$ cat src/rtl/vram_pkg.sv
`default_nettype none
// +--------------------------------------------------------------------+
// | vram_pkg                                                           |
// | Default geometry, word format and FSM encoding for vram_arbiter.   |
// | Rev 1.0                                                            |
// +--------------------------------------------------------------------+
package vram_pkg;

  localparam int              DEF_FB_W        = 320;
  localparam int              DEF_FB_H        = 200;
  localparam int              DEF_SCALE_SHIFT = 2;
  localparam int              DEF_ADDR_W      = 16;
  localparam int              DEF_DATA_W      = 12;
  localparam logic [11:0]     DEF_CLEAR_COLOR = 12'h000;
  localparam int              DEF_FB_WORDS    = DEF_FB_W * DEF_FB_H;

  typedef enum logic {
    ST_CLEAR = 1'b0,
    ST_RUN   = 1'b1
  } state_t;

endpackage
`default_nettype wire

$ cat src/rtl/vram_addr_calc.sv
`default_nettype none
// +--------------------------------------------------------------------+
// | vram_addr_calc                                                     |
// | Maps a scaled screen position to a framebuffer word address.       |
// | Rev 1.0                                                            |
// +--------------------------------------------------------------------+
module vram_addr_calc
  import vram_pkg::*;
#(
  parameter int FB_W        = DEF_FB_W,
  parameter int FB_H        = DEF_FB_H,
  parameter int SCALE_SHIFT = DEF_SCALE_SHIFT,
  parameter int ADDR_W      = DEF_ADDR_W
) (
  input  logic [10:0]       x,
  input  logic [9:0]        y,
  output logic [ADDR_W-1:0] addr,
  output logic              in_range
);

  logic [9:0]  row;
  logic [10:0] col;

  // Constant multiplier: synthesis reduces row*FB_W to shift-add.
  always_comb begin
    row      = y >> SCALE_SHIFT;
    col      = x >> SCALE_SHIFT;
    in_range = 32'(row) < 32'(FB_H);
    addr     = ADDR_W'(row) * ADDR_W'(FB_W) + ADDR_W'(col);
  end

endmodule
`default_nettype wire

$ cat src/rtl/vram_arbiter.sv
`default_nettype none
// +--------------------------------------------------------------------+
// | vram_arbiter                                                       |
// | Single-port framebuffer sharing: fixed display slots, clear engine,|
// | draw port on free cycles. VRAM_ARB_STATS_EN adds debug counters.   |
// | Rev 1.0                                                            |
// +--------------------------------------------------------------------+
module vram_arbiter
  import vram_pkg::*;
#(
  parameter int                FB_W        = DEF_FB_W,
  parameter int                FB_H        = DEF_FB_H,
  parameter int                SCALE_SHIFT = DEF_SCALE_SHIFT,
  parameter int                ADDR_W      = DEF_ADDR_W,
  parameter int                DATA_W      = DEF_DATA_W,
  parameter logic [DATA_W-1:0] CLEAR_COLOR = DATA_W'(DEF_CLEAR_COLOR)
) (
  input  logic              clk,
  input  logic              rst,
  input  logic [10:0]       disp_x,
  input  logic [9:0]        disp_y,
  input  logic              disp_vis,
  output logic [DATA_W-1:0] disp_rgb,
  input  logic              draw_valid,
  output logic              draw_ready,
  input  logic              draw_we,
  input  logic [ADDR_W-1:0] draw_addr,
  input  logic [DATA_W-1:0] draw_wdata,
  output logic              draw_rvalid,
  output logic [DATA_W-1:0] draw_rdata,
  input  logic              clear_req,
  output logic              clear_busy,
  output logic              mem_en,
  output logic              mem_we,
  output logic [ADDR_W-1:0] mem_addr,
  output logic [DATA_W-1:0] mem_wdata,
  input  logic [DATA_W-1:0] mem_rdata
`ifdef VRAM_ARB_STATS_EN
  ,
  output logic [15:0]       dbg_stall_cnt,
  output logic [15:0]       dbg_frame_cnt
`endif
);

  localparam int                FB_WORDS  = FB_W * FB_H;
  localparam logic [ADDR_W-1:0] LAST_ADDR = ADDR_W'(FB_WORDS - 1);

  logic [ADDR_W-1:0] slot_addr;
  logic              slot_in_range, slot, draw_hs, draw_in_fb;

  state_t            state_q, state_d;
  logic [ADDR_W-1:0] clear_addr_q, clear_addr_d;
  logic              clear_busy_q, clear_busy_d;
  logic              mem_en_q, mem_en_d, mem_we_q, mem_we_d;
  logic [ADDR_W-1:0] mem_addr_q, mem_addr_d;
  logic [DATA_W-1:0] mem_wdata_q, mem_wdata_d;
  logic              fetch1_q, fetch1_d, fetch2_q, fetch2_d;
  logic              show1_q, show1_d, show2_q, show2_d;
  logic              rd1_q, rd1_d, rd2_q, rd2_d, oob1_q, oob1_d, oob2_q, oob2_d;
  logic [DATA_W-1:0] pix_q, pix_d, disp_rgb_q, disp_rgb_d;
  logic              draw_rvalid_q, draw_rvalid_d;
  logic [DATA_W-1:0] draw_rdata_q, draw_rdata_d;

  vram_addr_calc #(
    .FB_W        (FB_W),
    .FB_H        (FB_H),
    .SCALE_SHIFT (SCALE_SHIFT),
    .ADDR_W      (ADDR_W)
  ) u_slot_addr (
    .x        (disp_x),
    .y        (disp_y),
    .addr     (slot_addr),
    .in_range (slot_in_range)
  );

  always_comb begin
    slot       = disp_vis && (disp_x[SCALE_SHIFT-1:0] == '0) && slot_in_range;
    draw_ready = (state_q == ST_RUN) && !slot;
    draw_hs    = draw_valid && draw_ready;
    draw_in_fb = 32'(draw_addr) < 32'(FB_WORDS);

    state_d      = state_q;
    clear_addr_d = clear_addr_q;
    mem_en_d     = 1'b0;
    mem_we_d     = 1'b0;
    mem_addr_d   = '0;
    mem_wdata_d  = '0;
    rd1_d        = 1'b0;
    oob1_d       = 1'b0;

    // Priority: display slot, then clear engine, then draw port.
    if (slot) begin
      mem_en_d   = 1'b1;
      mem_addr_d = slot_addr;
    end else if (state_q == ST_CLEAR) begin
      mem_en_d    = 1'b1;
      mem_we_d    = 1'b1;
      mem_addr_d  = clear_addr_q;
      mem_wdata_d = CLEAR_COLOR;
      if (clear_addr_q == LAST_ADDR) state_d = ST_RUN;
      else                           clear_addr_d = clear_addr_q + ADDR_W'(1);
    end else if (draw_hs) begin
      mem_en_d    = draw_in_fb;
      mem_we_d    = draw_we && draw_in_fb;
      mem_addr_d  = draw_addr;
      mem_wdata_d = draw_wdata;
      rd1_d       = !draw_we;
      oob1_d      = !draw_in_fb;
    end

    // A draw accepted in this same cycle is already issued above.
    if (state_q == ST_RUN && clear_req) begin
      state_d      = ST_CLEAR;
      clear_addr_d = '0;
    end
    clear_busy_d = (state_d == ST_CLEAR);

    fetch1_d      = slot;
    show1_d       = disp_vis && slot_in_range;
    fetch2_d      = fetch1_q;
    show2_d       = show1_q;
    rd2_d         = rd1_q;
    oob2_d        = oob1_q;
    pix_d         = fetch2_q ? mem_rdata : pix_q;
    disp_rgb_d    = show2_q ? pix_d : '0;
    draw_rvalid_d = rd2_q;
    draw_rdata_d  = (rd2_q && !oob2_q) ? mem_rdata : '0;
  end

  always_ff @(posedge clk) begin
    if (rst) begin
      state_q       <= ST_CLEAR;
      clear_addr_q  <= '0;
      clear_busy_q  <= 1'b1;
      mem_en_q      <= 1'b0;
      mem_we_q      <= 1'b0;
      mem_addr_q    <= '0;
      mem_wdata_q   <= '0;
      fetch1_q      <= 1'b0;
      fetch2_q      <= 1'b0;
      show1_q       <= 1'b0;
      show2_q       <= 1'b0;
      rd1_q         <= 1'b0;
      rd2_q         <= 1'b0;
      oob1_q        <= 1'b0;
      oob2_q        <= 1'b0;
      pix_q         <= '0;
      disp_rgb_q    <= '0;
      draw_rvalid_q <= 1'b0;
      draw_rdata_q  <= '0;
    end else begin
      state_q       <= state_d;
      clear_addr_q  <= clear_addr_d;
      clear_busy_q  <= clear_busy_d;
      mem_en_q      <= mem_en_d;
      mem_we_q      <= mem_we_d;
      mem_addr_q    <= mem_addr_d;
      mem_wdata_q   <= mem_wdata_d;
      fetch1_q      <= fetch1_d;
      fetch2_q      <= fetch2_d;
      show1_q       <= show1_d;
      show2_q       <= show2_d;
      rd1_q         <= rd1_d;
      rd2_q         <= rd2_d;
      oob1_q        <= oob1_d;
      oob2_q        <= oob2_d;
      pix_q         <= pix_d;
      disp_rgb_q    <= disp_rgb_d;
      draw_rvalid_q <= draw_rvalid_d;
      draw_rdata_q  <= draw_rdata_d;
    end
  end

  assign disp_rgb    = disp_rgb_q;
  assign draw_rvalid = draw_rvalid_q;
  assign draw_rdata  = draw_rdata_q;
  assign clear_busy  = clear_busy_q;
  assign mem_en      = mem_en_q;
  assign mem_we      = mem_we_q;
  assign mem_addr    = mem_addr_q;
  assign mem_wdata   = mem_wdata_q;

`ifdef VRAM_ARB_STATS_EN
  logic [15:0] stall_cnt_q, stall_cnt_d, frame_cnt_q, frame_cnt_d;
  logic        vis_prev_q, vis_prev_d;

  always_comb begin
    stall_cnt_d = stall_cnt_q;
    frame_cnt_d = frame_cnt_q;
    vis_prev_d  = disp_vis;
    if (draw_valid && !draw_ready && stall_cnt_q != 16'hFFFF)
      stall_cnt_d = stall_cnt_q + 16'd1;
    if (disp_vis && !vis_prev_q && disp_x == '0 && disp_y == '0)
      frame_cnt_d = frame_cnt_q + 16'd1;
  end

  always_ff @(posedge clk) begin
    if (rst) begin
      stall_cnt_q <= '0;
      frame_cnt_q <= '0;
      vis_prev_q  <= 1'b0;
    end else begin
      stall_cnt_q <= stall_cnt_d;
      frame_cnt_q <= frame_cnt_d;
      vis_prev_q  <= vis_prev_d;
    end
  end

  assign dbg_stall_cnt = stall_cnt_q;
  assign dbg_frame_cnt = frame_cnt_q;
`endif

endmodule
`default_nettype wire

$ cat config.mk
export PLATFORM = sky130hd
export DESIGN_NAME = vram_arbiter
export DESIGN_NICKNAME = d
export VERILOG_FILES = /design/src/rtl/vram_pkg.sv /design/src/rtl/vram_addr_calc.sv /design/src/rtl/vram_arbiter.sv
export SDC_FILE = /design/constraint.sdc
export NUM_CORES = 1
export LEC_CHECK = 0
export BUFFER_PORTS_ARGS = -buffer_cell sky130_fd_sc_hd__buf_2
export CAP_MARGIN = 20
export CORE_MARGIN = 2
export CORE_UTILIZATION = 45
export CTS_CLUSTER_DIAMETER = 50
export DETAILED_ROUTE_END_ITERATION = 8
export PLACE_DENSITY = 0.75
export SYNTH_ARGS = -nofsm -noshare
export SYNTH_HDL_FRONTEND = slang
export SYNTH_SLANG_ARGS = --single-unit
$ cat constraint.sdc
create_clock -name clk -period 2.1 [get_ports clk]
set_input_delay 0.21 -clock clk [delete_from_list [all_inputs] [get_ports clk]]
set_output_delay 0.21 -clock clk [all_outputs]
set_load 0.02 [all_outputs]
### Word level (Yosys, flattened, before mapping)

Index checks and enable logic that the tools add are counted.

* multiply operators: 1
* bitwise gates (word level): 7
* magnitude comparators: 2
* equality and inequality tests: 1
* reduce and logical (&&, ||, !) cells: 19
* add/subtract/negate cells: 2
* mux-type cells: 13

Operators with widths (number)
* 2-to-1 mux 16 bit: 3
* adder 16 x 1 -> 16 bit (second input constant): 1
* adder 16 x 9 -> 16 bit: 1
* == test 16 bit (second input constant): 1
* less-than comparator 16 bit (second input constant): 1
* 2-to-1 mux 12 bit: 1
* multiplier 8 x 3 -> 10 bit (second input constant): 1
* 2-to-1 mux 1 bit: 9
* logical AND 1 bit: 8
* less-than comparator 8 bit (second input constant): 1
* OR reduction 2 bit: 4
* inverter 1 bit: 7
* zero test 1 bit: 4
* OR reduction 4 bit: 1
* AND reduction 3 bit: 1
* zero test 2 bit: 1

* bits of input ports: 67
* bits in registers: 93
* word-level logic and storage cells: 64

### Logic depth before layout (Yosys ltp)

Gate-level depths: netlist (run 1).

* word-level depth: 9
* depth in mapped cells: 9
* mapped depth without buffers: 9

### By module

From an unflattened synthesis (run 1), not the netlist that was laid out.

* cells, all modules: 397
* area, all modules: 3846.2 um^2

By module, submodules not included
* vram_arbiter: cells an instance 326, sequential area each 1861.8 um^2, area each 3255.6 um^2, instances 1
* vram_addr_calc: cells an instance 71, sequential area each 0.0 um^2, area each 590.6 um^2, instances 1

### Worst setup path after synthesis (run 1)

Ideal clock, no wire load.

* path kind: in2reg
* start point: in disp_y[3]
* end point: reg mem_addr_q[15], in the netlist mem_addr[15]
* stages: 9
* arrival time: 2.116 ns
* setup slack: -0.107 ns
* cells stage by stage: ha_1 -> ha_1 -> inv_1 -> fa_1 -> xnor2_1 -> nand3b_1 -> nor4_2 -> nand4_1 -> a311oi_1

* longest elaborated chain between the ends: 8
* elaborated cells on any way between the ends: 10

Ends and longest elaborated chain
* from (decl): RTL line vram_arbiter.sv:21 `input logic [9:0] disp_y,`
* branches (longest 7 deep; another with adder 16 x 9 -> 16 bit)
* 2-to-1 mux 16 bit *: RTL line vram_arbiter.sv:92 `if (slot) begin`
* to (signal assigned): RTL line vram_arbiter.sv:157 `mem_addr_q <= mem_addr_d;`
* to (decl): RTL line vram_arbiter.sv:55 `logic [ADDR_W-1:0] mem_addr_q, mem_addr_d;`

Every way passes the cells marked *.
A chain may end at the register's enable or synchronous reset.

### Worst setup path after layout (run 1)

* start point: in disp_y[5]
* end point: reg mem_addr_q[15], in the netlist mem_addr[15]

The elaborated chain is that of the path after synthesis.

==> results by group, run 1 <==
Synth
  • Top cell type's share of synthesized area: around half
  • Post-synth EDFFs: 0
  • Ys flop type: dfxtp_1
  • Cell area after synthesis: roughly 3800 um2
  • Yosys warnings: 0
  • Synth Instances: between 300 and 400
  • Top-count cell post-synth: dfxtp_1
  • Post-synthesis cell type count: 48
  • Register area share after synthesis: between 40% and 50%
  • Synth top area cells: dfxtp_1, and2_1, ha_1
  • Synth area leader: dfxtp_1
  • Synth cell count leaders: dfxtp_1, and2_1, nor2_1, inv_1, a21oi_1
  • Syn Nets: around 470
  • Flops & latches, synth: 93
  • FFs w/ async S/R, synth: 0%
  • Avg Cell Area, Syn: slightly below 10 um2

Cells and area
  • Area grow syn2layout: 29.8%
  • Multi-input logic area: 1840 um2
  • Fill count: between 700 and 800
  • Util after Layout: roughly three fifths
  • Final Non-Filler Cells: around 640
  • Register area: roughly 1900 um2
  • Layout cells sized above 1: roughly 34%
  • Layout net count: roughly 600

Critical path
  • Reg-to-reg slack, setup: 0.16 ns
  • Beginning of the critical path: disp_y[5]
  • WP data arrival: between 2 and 2.5 ns
  • Critical path endpoint category: flip-flop
  • Critical R2R Launch: clear_addr_q[12]$_SDFFE_PP0P_
  • Startpoint types: input port
  • CP max FO: 4
  • Reg2reg end: clear_addr_q[12]$_SDFFE_PP0P_
  • Setup Crit Path Kind: in2reg
  • Reg2reg path depth: 6
  • CP required: ~2.4 ns

STA
  • Worst slew pin tran: 0.985 ns
  • Fin. Hold Viols: 0
  • Worst slew margin: 33.8%
  • Pins Over Slew Limit: 0
  • Clk_skew: between 0.01 and 0.015 ns
  • WHS: around 0.044 ns
  • Period Utilization, post-route: a little over 90%
  • Fmax: 0.511 GHz
  • Crit path time final: roughly 2.0 ns
  • RSZ-0062 raised after global routing: false
  • Final-report setup violation count: 0

Min path
  • Hold path start: draw_we
  • WHS Path Cells: 2
  • HP Class: in2reg
  • Endpoint, Worst Hold: rd1_q$_SDFF_PP0_

Place
  • DP HPWL: ~6600 um
  • Cells after DPL: 623
  • Port Buffers: around 120
  • Placer Congestion: slightly above 0.8

GRT
  • Met1 Usage GRT: a little under a quarter
  • First-pass GRT wire length: around 14000 um
  • Initial antenna violation count: 1
  • GR Layer Usage met3: under 10%
  • Pin count of the biggest net entering global routing: 21
  • Vias in the first global route: around 3000
  • Grt ovf: 0
  • Busiest layer in global routing: met2
  • GR Util met2: approximately a third
  • Total Routing Usage GR: approximately a fifth

Power and ir drop
  • Share of total power in the clock network: about a third
  • P_int: approximately 0.0026 W
  • Switch share: around a quarter
  • P_leak: between 2 and 2.5 nW
  • Peak supply drop: ~320 uV
  • Pwr/cell area: between 700 and 800 nW/um2
  • Reg power frac: a little over 50%
  • Gate power share: between 10 and 15%
  • Sw Pwr: roughly 0.0009 W

Clocking
  • Clock Path Buffers: 2
  • CTS tree: built
  • H-tree levels: 3
  • PostCTS Resize Cnt: 0
  • CTS buffer count: 9
  • Root buffer cell: clkbuf_8
  • CTS sink count: 93
  • CTS clk-pin slew, worst paths: 0.09 ns
  • Hold buffers post-CTS: 0
  • Setup repair bufs after CTS: 0
  • Clk Latency, worst-skew pair: 0.35 ns

Routing
  • Final WL: around 8600 um
  • Via density: about 5
  • Remaining DRCs: 0
  • Routed Antenna Nets: 0
  • Vias: between 3000 and 4000
  • DR WL/cell: around 13 um
  • DR pass1 iterations: 4
  • Initial drt markers: approximately 150

Floorplan
  • FP Rows: 33
  • Initial Util: 46.4%
  • I/O pin count: between 100 and 150
  • Die height: ~96 um
  • Core ar.: approximately 8200 um2
  • Die area: around 9200 um2
  • Die X: between 90 and 100 um

Run status
  • Status: finished, final reports clean

Flow run
  • Max-cap viol count: 0
-- critical path, cell delays in order --
cell and delay [ns]:
buf_2 0.12, ha_1 0.29, ha_1 0.34, o21ai_0 0.31, nor4b_1 0.11, or3_1 0.39, a31o_2 0.21, a311oi_1 0.24
-- how the worst max path moves through the flow --
stage / endpoint / depth (start not counted) / slack (ns)
6_report: mem_addr[15]$_SDFF_PP0_ / 8 / 0.14
5_1_grt: mem_addr[15]$_SDFF_PP0_ / 8 / 0.001
4_1_cts: mem_addr[14]$_SDFF_PP0_ / 10 / 0.02
3_5_place_dp: mem_addr[15]$_SDFF_PP0_ / 10 / -0.34
3_3_place_gp: mem_addr[14]$_SDFF_PP0_ / 10 / -0.25
2_1_floorplan: mem_addr[14]$_SDFF_PP0_ / 9 / -0.05
-- state kept, by name, indices dropped and copies added (netlist names), 12 cells and up --
name,flops
clear_addr_q,16
disp_rgb,12
draw_rdata,12
mem_addr,16
mem_wdata,12
pix_q,12
-- layout make-up --
class / count / area share [%]
Sequential cell: 93 / 37.8
Multi-Input combinational cell: 257 / 37.4
Timing Repair Buffer: 149 / 16.6
Tap cell: 105 / 2.67
Clock buffer: 9 / 2.52
Inverter: 19 / 1.53
Clock inverter: 6 / 1.47
Antenna cell: 1 / 0.0508
-- kinds of logic (layout without fill, tap and decap cells) --
kind of cell / Yosys count / after routing / share of synthesized area (%)
buffers and inverters: 37 / 183 / 3.79
adders and majority gates: 18 / 18 / 6.33
other: 0 / 1 / 0
AOI/OAI and AO/OA: 76 / 76 / 14.3
and+or+nand+nor: 140 / 140 / 20.8
xor gates and xnor gates: 11 / 11 / 2.54
DFF: 93 / 93 / 49.1
muxes: 12 / 12 / 3.17
-- per-layer routing --
metal  vias to the layer above  wire length [um]
li1                       1656                 -
met1                      1484              3580
met2                       119              4200
met3                        13               651
met4                         0               172
met5                         -                 0
-- cells in the final DEF (no fill, tap or decap), types with 3 or more instances in the layout --
cell / instances
nand2_1: 11
buf_4: 28
xnor2_1: 7
dfxtp_1: 93
inv_1: 18
nor3_1: 5
nor2b_1: 10
a311oi_1: 3
clkinvlp_4: 4
o21ai_0: 13
clkbuf_8: 9
ha_1: 16
nand4_1: 4
or4_1: 4
a211oi_1: 11
and2_1: 36
a21oi_1: 17
mux2i_1: 12
and3_1: 7
buf_2: 121
nor2_1: 30
or3_1: 9
nand3_1: 10
o31ai_1: 4
a222oi_1: 7
-- metrics by stage --
stage	power [W]	setup TNS, ns	instance area (um2)	setup slack, ns
6_report	0.00347	0	4920	0.144
5_1_grt	0.00362	0	4920	0.00129
4_1_cts	0.00349	0	4900	0.0173
3_5_place_dp	0.00232	-1.18	4700	-0.345
3_3_place_gp	0.00230	-0.774	4700	-0.246
2_1_floorplan	0.00212	-0.0945	3820	-0.0481
-- power by group through the flow --
stage	Combinational, W	Clock, W	Sequential, W
floorplan	0.000265	0	0.00185
global placement	0.000462	0	0.00184
detailed placement	0.000476	0	0.00184
CTS	0.000479	0.00121	0.00180
global route	0.000532	0.00129	0.00180
finish	0.000483	0.00119	0.00180
No activity file was read; power rests on OpenSTA's default activity.
==> run 2, diff against run 1 <==
==> constraint.sdc (replaced) <==
create_clock -name clk -period 2.1 [get_ports clk]
set_input_delay 0.21 -clock clk [delete_from_list [all_inputs] [get_ports clk]]
set_output_delay 0.21 -clock clk [all_outputs]
set_load 0.005 [all_outputs]
==> run 2 against run 1 <==
Effect of this change: global-route usage did not move; count of clock-buffer cells in the layout did not move; flip-flop and latch count did not move; critical path depth did not move; maximum frequency barely moved; clock skew fell by 0.00080 ns; sequential power barely moved; total power fell by 0.26%; routed wire length barely moved; die area did not move; clock power barely moved; largest power group unchanged; highest routed layer unchanged.
==> results by group, run 2 (synthesis results as in run 1) <==
Critical path
  • WP data arrival: 2.22 ns (about the same)
  • Setup Crit Path Kind: in2reg (unchanged)
  • CP max FO: 4 (unchanged)
  • Slowest cell delay on critical path: 0.39 ns (about the same)
  • CP cell instances: buf_2 > ha_1 > ha_1 > o21ai_0 > nor4b_1 > or3_1 > a31o_2 > a311oi_1 (unchanged)
  • Reg2reg path depth: 6 (unchanged)
  • Critical path's slowest cell: or3_1 (unchanged)
  • Critical path endpoint category: flip-flop (unchanged)
  • Startpoint types: input port (unchanged)
  • CP required: 2.36 ns (about the same)
  • Most frequent CP cell: ha_1 (unchanged)

Clocking
  • Root buffer cell: clkbuf_8 (unchanged)
  • H-tree levels: 3 (unchanged)
  • Clock Path Buffers: 2 (unchanged)
  • CTS buffer count: 9 (unchanged)
  • CTS tree: built (unchanged)
  • CTS sink count: 93 (unchanged)
  • CTS clk-pin slew, worst paths: 0.09 ns (about the same)
  • Clk Latency, worst-skew pair: 0.35 ns (about the same)

Place
  • Port Buffers: 121 (unchanged)
  • Placer Congestion: 0.826 (unchanged)
  • DP HPWL: 6650 um (unchanged)
  • Dpl cell area: 4700 um2 (unchanged)

Power and ir drop
  • Reg power frac: 52.0% (was 51.9%)
  • Switch share: 25.4% (was 25.6%)
  • Gate power share: 13.5% (was 13.9%)
  • Final Power: 0.00346 W (was 0.00347 W)
  • Sw Pwr: 0.000879 W (was 0.000888 W)
  • Share of total power in the clock network: 34.5% (was 34.2%)
  • Peak supply drop: 328 uV (was 323 uV)
  • P_int: 0.00258 W (about the same)
  • P_leak: 2.26 nW (about the same)
  • Pwr/cell area: 704 nW/um2 (was 705 nW/um2)

GRT
  • Total Routing Usage GR: 19.0% (unchanged)
  • First-pass GRT wire length: 13700 um (unchanged)
  • Grt ovf: 0 (unchanged)
  • Initial antenna violation count: 1 (unchanged)
  • Vias in the first global route: 3075 (unchanged)
  • Pin count of the biggest net entering global routing: 21 (unchanged)

Routing
  • Routed Antenna Nets: 0 (unchanged)
  • Initial drt markers: 138 (was 149)
  • DR WL/cell: 13.5 um (about the same)
  • Remaining DRCs: 0 (unchanged)
  • Vias: 3274 (was 3272)
  • Via density: 5.12 (about the same)
  • DR pass1 iterations: 5 (was 4)
  • Final WL: 8610 um (was 8600 um)

Floorplan
  • Initial Util: 46.4% (unchanged)
  • Die X: 95.8 um (unchanged)
  • I/O pin count: 124 (unchanged)
  • Die area: 9180 um2 (unchanged)
  • Die height: 95.8 um (unchanged)
  • FP Rows: 33 (unchanged)
  • Core ar.: 8180 um2 (unchanged)

STA
  • Clk_skew: 0.00971 ns (was 0.0105 ns)
  • Final-report setup violation count: 0 (unchanged)
  • Pins Over Slew Limit: 0 (unchanged)
  • Fin. Hold Viols: 0 (unchanged)
  • Worst slew margin: 34.3% (was 33.8%)
  • Crit path time final: 1.96 ns (about the same)
  • Fmax: 0.511 GHz (about the same)
  • Worst slew pin tran: 0.978 ns (was 0.985 ns)
  • Period Utilization, post-route: 93.1% (was 93.2%)
  • RSZ-0062 raised after global routing: false (unchanged)

Min path
  • HP Class: in2reg (unchanged)
  • WHS Path Cells: 2 (unchanged)

Cells and area
  • Area grow syn2layout: 29.7% (was 29.8%)
  • Util after Layout: 60.2% (about the same)
  • Commonest non-fill, non-tap cell in the layout: buf_2 (unchanged)
  • Layout cells sized above 1: 33.6% (was 33.8%)
  • Layout net count: 614 (unchanged)
  • Fin area: 4920 um2 (about the same)
  • Most frequent cells in the layout: buf_2, dfxtp_1, and2_1, nor2_1, buf_4 (unchanged)

Flow run
  • Max-cap viol count: 0 (unchanged)

Run status
  • Status: finished, final reports clean (unchanged)
==> run 2: cell count changes in the layout (fill, tap and decap cells not counted) <==
| cell | previous run | this run |
|---|---|---|
| clkinv_1 | 0 | 1 |
| clkinvlp_4 | 4 | 3 |
==> run 2: power by group through the flow <==
stage                     combinational [W]  clock, W  sequential (W)
after CTS                          0.000464   0.00121         0.00180
after global placement             0.000448         0         0.00184
after detailed placement           0.000462         0         0.00184
after floorplan                    0.000265         0         0.00184
after global routing               0.000518   0.00129         0.00180
final                              0.000469   0.00119         0.00180
==> run 2: layout make-up <==
class / count / area, um2
Inverter: 19 / 71.3
Tap cell: 105 / 131
Clock buffer: 9 / 124
Fill cell: 724 / 3260
Clock inverter: 6 / 72.6
Antenna cell: 1 / 2.50
Sequential cell: 93 / 1860
Timing Repair Buffer: 149 / 816
Multi-Input combinational cell: 257 / 1840
==> run 2: final timing paths <==
check                                                      to                     startpoint  slack, ns
worst min-delay path                         rd1_q$_SDFF_PP0_                        draw_we       0.04
worst max register to register  clear_addr_q[12]$_SDFFE_PP0P_  clear_addr_q[11]$_SDFFE_PP0P_       0.15
worst min register to register             show2_q$_SDFF_PP0_             show1_q$_SDFF_PP0_       0.45
worst max-delay path                  mem_addr[15]$_SDFF_PP0_                      disp_y[5]       0.14
==> run 2: per-layer routing <==
metal / vias to the layer above / track usage [%] / routed length [um]
met5: - / 0 / 0
met4: 0 / 6.55 / 162
met3: 13 / 5.56 / 661
met2: 111 / 31.9 / 4160
met1: 1491 / 23.3 / 3620
li1: 1659 / - / -
==> run 2: metrics by stage <==
step / setup slack (ns) / TNS [ns] / hold WS [ns] / instances
floorplan: -0.0481 / -0.0945 / 0.282 / 387
global placement: -0.246 / -0.774 / 0.396 / 623
detailed placement: -0.345 / -1.18 / 0.400 / 623
CTS: 0.0173 / 0 / 0.0240 / 638
global route: 0.00129 / 0 / 0.0193 / 639
finish: 0.145 / 0 / 0.0415 / 639
==> run 2: worst max-delay path: cells and delay by family <==
kind / cells / cell delay [ns]
AO/OA/AOI/OAI: 3 / 0.76
adder cells (fa/ha/maj): 2 / 0.63
AND/OR/NAND/NOR: 2 / 0.50
buffers and inverters: 1 / 0.12
==> run 2: what timing repair did <==
action,CTS,global route
hold buffers,0,0
gates resized for setup,0,4
buffers inserted,0,0
setup endpoints to repair,0,3
